<file path="config.mk">
export PLATFORM = sky130hd
export DESIGN_NAME = video_timing_gen
export DESIGN_NICKNAME = d
export VERILOG_FILES = /design/src/rtl/video_timing_gen.sv
export SDC_FILE = /design/constraint.sdc
export NUM_CORES = 1
export LEC_CHECK = 0
export ABC_AREA = 1
export BUFFER_PORTS_ARGS = -buffer_cell sky130_fd_sc_hd__buf_2
export CORE_MARGIN = 4
export CORE_UTILIZATION = 53
export CTS_BUF_LIST = sky130_fd_sc_hd__clkbuf_2
export DETAILED_ROUTE_END_ITERATION = 16
export PLACE_DENSITY = 0.79
export SLEW_MARGIN = 20
export SYNTH_ARGS = -nofsm -noshare
export SYNTH_HDL_FRONTEND = slang
export SYNTH_SLANG_ARGS = --single-unit
</file>
<file path="constraint.sdc">
create_clock -name CPUCL -period 3.2 [get_ports CPUCL]
set_clock_uncertainty 0.15 [all_clocks]
set_input_delay 0.32 -clock CPUCL [delete_from_list [all_inputs] [get_ports CPUCL]]
set_output_delay 0.32 -clock CPUCL [all_outputs]
set_load 0.03 [all_outputs]
</file>
<file path="src/rtl/video_timing_gen.sv">
// Raster timing generator: pixel-clock enable, PH/PV beam counters, blanking,
// sync windows with per-frame offsets, frame-start strobe and frame counter.
module video_timing_gen #(
    parameter int CLKDIV   = 8,
    parameter int HTOTAL   = 384,
    parameter int HACT     = 256,
    parameter int HS_START = 296,
    parameter int HS_WIDTH = 32,
    parameter int VTOTAL   = 264,
    parameter int VACT_S   = 16,
    parameter int VACT_E   = 240,
    parameter int VS_START = 248,
    parameter int VS_WIDTH = 8
) (
    input  logic       CPUCL,
    input  logic       RESET_N,
    input  logic [3:0] HOFS,
    input  logic [3:0] VOFS,
    output logic       PCLK_EN,
    output logic [8:0] PH,
    output logic [8:0] PV,
    output logic       HBLK,
    output logic       VBLK,
    output logic       HSYNC,
    output logic       VSYNC,
    output logic       FRAME_ST,
    output logic [7:0] FCNT
);

    localparam int DW = (CLKDIV > 1) ? $clog2(CLKDIV) : 1;

    logic [DW-1:0] div_reg;
    logic [3:0]    hofs_reg;
    logic [3:0]    vofs_reg;

    logic       adv;
    logic       line_end;
    logic       frame_end;
    logic [8:0] ph_next;
    logic [8:0] pv_next;
    logic [3:0] hofs_next;
    logic [3:0] vofs_next;
    logic [9:0] hs_start;
    logic [9:0] hs_end;
    logic [9:0] vs_start;
    logic [9:0] vs_end;
    logic       hblk_next;
    logic       vblk_next;
    logic       hsync_next;
    logic       vsync_next;

    assign adv       = (div_reg == DW'(CLKDIV - 1));
    assign line_end  = (PH == 9'(HTOTAL - 1));
    assign frame_end = line_end && (PV == 9'(VTOTAL - 1));

    // Next-state beam position and offsets; decoders below look at these so the
    // registered strobes line up with PH/PV on the same edge.
    always_comb begin
        ph_next   = PH;
        pv_next   = PV;
        hofs_next = hofs_reg;
        vofs_next = vofs_reg;
        if (adv) begin
            if (line_end) begin
                ph_next = 9'd0;
                pv_next = (PV == 9'(VTOTAL - 1)) ? 9'd0 : PV + 9'd1;
            end else begin
                ph_next = PH + 9'd1;
            end
            if (frame_end) begin
                hofs_next = HOFS;
                vofs_next = VOFS;
            end
        end
    end

    always_comb begin
        hs_start   = 10'(HS_START) + {{6{hofs_next[3]}}, hofs_next};
        hs_end     = hs_start + 10'(HS_WIDTH);
        vs_start   = 10'(VS_START) + {{6{vofs_next[3]}}, vofs_next};
        vs_end     = vs_start + 10'(VS_WIDTH);
        hblk_next  = (ph_next >= 9'(HACT));
        vblk_next  = (pv_next < 9'(VACT_S)) || (pv_next >= 9'(VACT_E));
        hsync_next = ({1'b0, ph_next} >= hs_start) && ({1'b0, ph_next} < hs_end);
        vsync_next = ({1'b0, pv_next} >= vs_start) && ({1'b0, pv_next} < vs_end);
    end

    always_ff @(posedge CPUCL or negedge RESET_N) begin
        if (!RESET_N) begin
            div_reg  <= '0;
            hofs_reg <= 4'd0;
            vofs_reg <= 4'd0;
            PCLK_EN  <= 1'b0;
            PH       <= 9'd0;
            PV       <= 9'd0;
            HBLK     <= 1'b0;
            VBLK     <= 1'b1;
            HSYNC    <= 1'b0;
            VSYNC    <= 1'b0;
            FRAME_ST <= 1'b0;
            FCNT     <= 8'd0;
        end else begin
            div_reg  <= adv ? '0 : div_reg + 1'b1;
            PCLK_EN  <= adv;
            PH       <= ph_next;
            PV       <= pv_next;
            hofs_reg <= hofs_next;
            vofs_reg <= vofs_next;
            HBLK     <= hblk_next;
            VBLK     <= vblk_next;
            HSYNC    <= hsync_next;
            VSYNC    <= vsync_next;
            FRAME_ST <= adv && frame_end;
            if (adv && frame_end) begin
                FCNT <= FCNT + 8'd1;
            end
        end
    end

endmodule

</file>
==> flow_summary.yaml <==
logic_synthesis:
  ys_seq_elements: 42
  syn-num-nets: 308
  ys_seq_area_frac: 0.434
  synth_edf_count: 0
  synthArstFlopShare: 1.00
  synth.avg_cell_area_um2: 8.68
  synth_top_cells_by_count: "nand2_1 (72), inv_1 (47), dfrtp_1 (41)"
  yosys.cell_count.top_type: "nand2_1"
  yosysUniqueCellTypes: 33
  syn_area_um2: 2420
  yosys-top-cells-area: "dfrtp_1 (42%), nand2_1 (11%), ha_1 (9.8%)"
  netlist.area_leader.share: 0.424
  yosysTopAreaCell: "dfrtp_1"
  synth_ff_type: "dfrtp_1"
  synth_cells: 279
  ys.warnings.count: 0
final_layout:
  layout-drive-gt1-share: 0.236
  finalNetCount: 363
  top_register: "PV"
  antenna_cells: 0
  final_area_um2: 2800
  area_growth_pct: 15.6
  reg_top3: "PV: 9 flops, FCNT: 8 flops, PH: 8 flops"
  largest_reg_flops: 9
setup_path:
  critical_path_required_ns: 3.38
  crit_chain: "ha_1, ha_2, nand2_4, nor2_8, nand3_4, nor2_8, nand2_1, o21a_1, ha_1, inv_1, o21bai_1, nand2_1, nand2_1, nand2_1, nand2_1, nand2_1, nand2_1, nand2_1, a21oi_1, nor2_2"
  crit_slowest_cell: "dfrtp_1"
  critPathKind: "reg2reg"
  end_kind: "register"
  slowest_delay_ns: 0.40
  cp_num_buf_inv: 1
  worstPathArrival_ns: 3.12
  path_max_fanout: 14
  cp_common_cell: "nand2_1"
  critPathTopFamily: "simple AND/OR/NAND/NOR gates"
  start_kind: "register"
clock_network:
  cts.root.buffer_cell: "clkbuf_2"
  path_clk_slew_ns: 0.23
  clock_sinks: 42
  cts_buffers: 5
  clkLatencyLatePin_ns: 0.41
  h-tree-depth: 2
  cts_buffer_depth: 2
  cts_tree: "yes"
timing:
  setup-tns-final_ns: 0
  slew_viol_final: 0
  worst_slew_pin_slew_ns: 0.931
  maxSlewHeadroom: 0.379
  min_period_ns: 2.94
  period_share: 0.918
  finalSetupViolations: 0
  fmax_ghz: 0.340
  hold_viol: 0
power_and_ir_drop:
  leakagePower_nw: 1.73
  p_sw_uw: 196
  p_seq_frac: 0.675
  clkPwrFrac: 0.301
  swShare: 0.248
  powerDensity_nw_per_um2: 282
  p_int_uw: 593
  comb_power_share: 0.024
  peakVddDrop_mv: 0.164
route:
  first_pass_iters: 4
  via_per_inst: 4.93
  wl_per_cell_um: 12.1
  drcViolationCount: 0
  drt_iter0_markers: 98
  ant_nets: 0
  routed_wl_um: 4680
  route.vias.total: 1908
placed_design:
  port_buffers: 41
  dpl.hpwl_um: 3620
  finalWeightedCongestion: 0.873
  place_area_um2: 2670
worst_hold_path:
  hold_class: "in2reg"
global_routing:
  grt_max_degree: 43
  track_usage: 0.186
  grt-ovfl-total: 0
  grt_pass1_vias: 1844
  antenna_found_initial: 0
  grt_pass1_wl_um: 8090
floorplan:
  ios: 42
  fp.coreArea_um2: 4380
  die-area_um2: 5720
  start_util: 0.553
  std_cell_rows: 24
  fp.dieW_um: 75.6
  die-height_um: 75.6
outcome:
  status: "finished clean"
run:
  cap_violations: 0
## worst min-delay path: stages
cell and delay (ns):
buf_2 0.08, nand2_1 0.05, o21a_1 0.11, inv_1 0.05
## power groups by stage
| stage | combinational [mW] | sequential (mW) | clock (mW) |
|---|---|---|---|
| 5_1_grt | 0.0224 | 0.532 | 0.268 |
| 6_report | 0.0192 | 0.532 | 0.237 |
| 3_3_place_gp | 0.0164 | 0.541 | 0 |
| 4_1_cts | 0.0201 | 0.532 | 0.245 |
| 3_5_place_dp | 0.0163 | 0.541 | 0 |
| 2_1_floorplan | 0.0000112 | 0.541 | 0 |
## cells by family after synthesis
logic type,count (synthesis),synth area share
buf+inv,52,0.0873
compound gates,30,0.0749
simple gates,123,0.256
fa+ha+maj,19,0.0981
mux,2,0.00930
xor+xnor,11,0.0398
flops,42,0.434
## worst paths after layout
path / from / endpoint / slack (ns) / cells past startpoint
min in group asynchronous: RESET_N / hofs_reg[3] / 0.40 / 2
setup / recovery: div_reg[0] / VSYNC / 0.26 / 20
setup reg to reg: div_reg[0] / VSYNC / 0.26 / 20
max in group asynchronous: RESET_N / FCNT[1] / 1.92 / 2
hold / removal: HOFS[1] / hofs_reg[1] / 0.06 / 4
hold reg to reg: div_reg[0] / div_reg[0] / 0.29 / 1
## cell usage in the layout, fill, tap and decap left out, types with 2 or more instances in the layout
master,Yosys,routed
a21oi_1,13,13
buf_2,0,41
buf_4,2,6
clkbuf_2,0,5
clkinv_2,1,2
dfrtp_1,41,41
dlygate4sd3_1,0,4
ha_1,19,18
inv_1,47,47
mux2_2,2,2
nand2_1,72,72
nand3_1,13,13
nand3_4,2,2
nor2_1,20,20
nor2_2,4,4
nor2_8,3,3
o21a_1,5,5
o21ai_0,7,7
o21bai_1,2,2
xnor2_1,3,3
xor2_1,8,8
## metrics by stage
stage / total power [mW] / hold slack, ns / util / cells / setup WS, ns
6_report: 0.788 / 0.0579 / 0.639 / 387 / 0.263
4_1_cts: 0.797 / 0.0426 / 0.630 / 382 / 0.134
5_1_grt: 0.823 / 0.0463 / 0.639 / 387 / -0.00483
3_5_place_dp: 0.557 / 0.270 / 0.610 / 370 / 0.153
3_3_place_gp: 0.557 / 0.263 / 0.610 / 370 / 0.292
2_1_floorplan: 0.541 / -0.126 / - / 279 / 0.363
## routing by layer
layer,track usage,up-vias,part of all wire
met5,0,-,0
met4,0.0583,0,0.015
met3,0.0422,7,0.053
met2,0.312,40,0.48
met1,0.239,883,0.45
li1,-,978,-
## timing repair
action | in CTS | in global routing
resized for setup | 0 | 1
endpoints found under the setup margin | 0 | 2
buffers inserted | 0 | 5
endpoints found under the hold margin | 44 | 0
hold buffers | 4 | 0
## cell type report
class | instances | area [um2]
Fill cell | 396 | 1580
Multi-Input combinational cell | 185 | 1160
Sequential cell | 42 | 1050
Timing Repair Buffer | 51 | 290
Inverter | 49 | 185
Tap cell | 52 | 65.1
Clock buffer | 5 | 25.0
Clock inverter | 3 | 21.3
No activity file was read; power rests on OpenSTA's default activity.
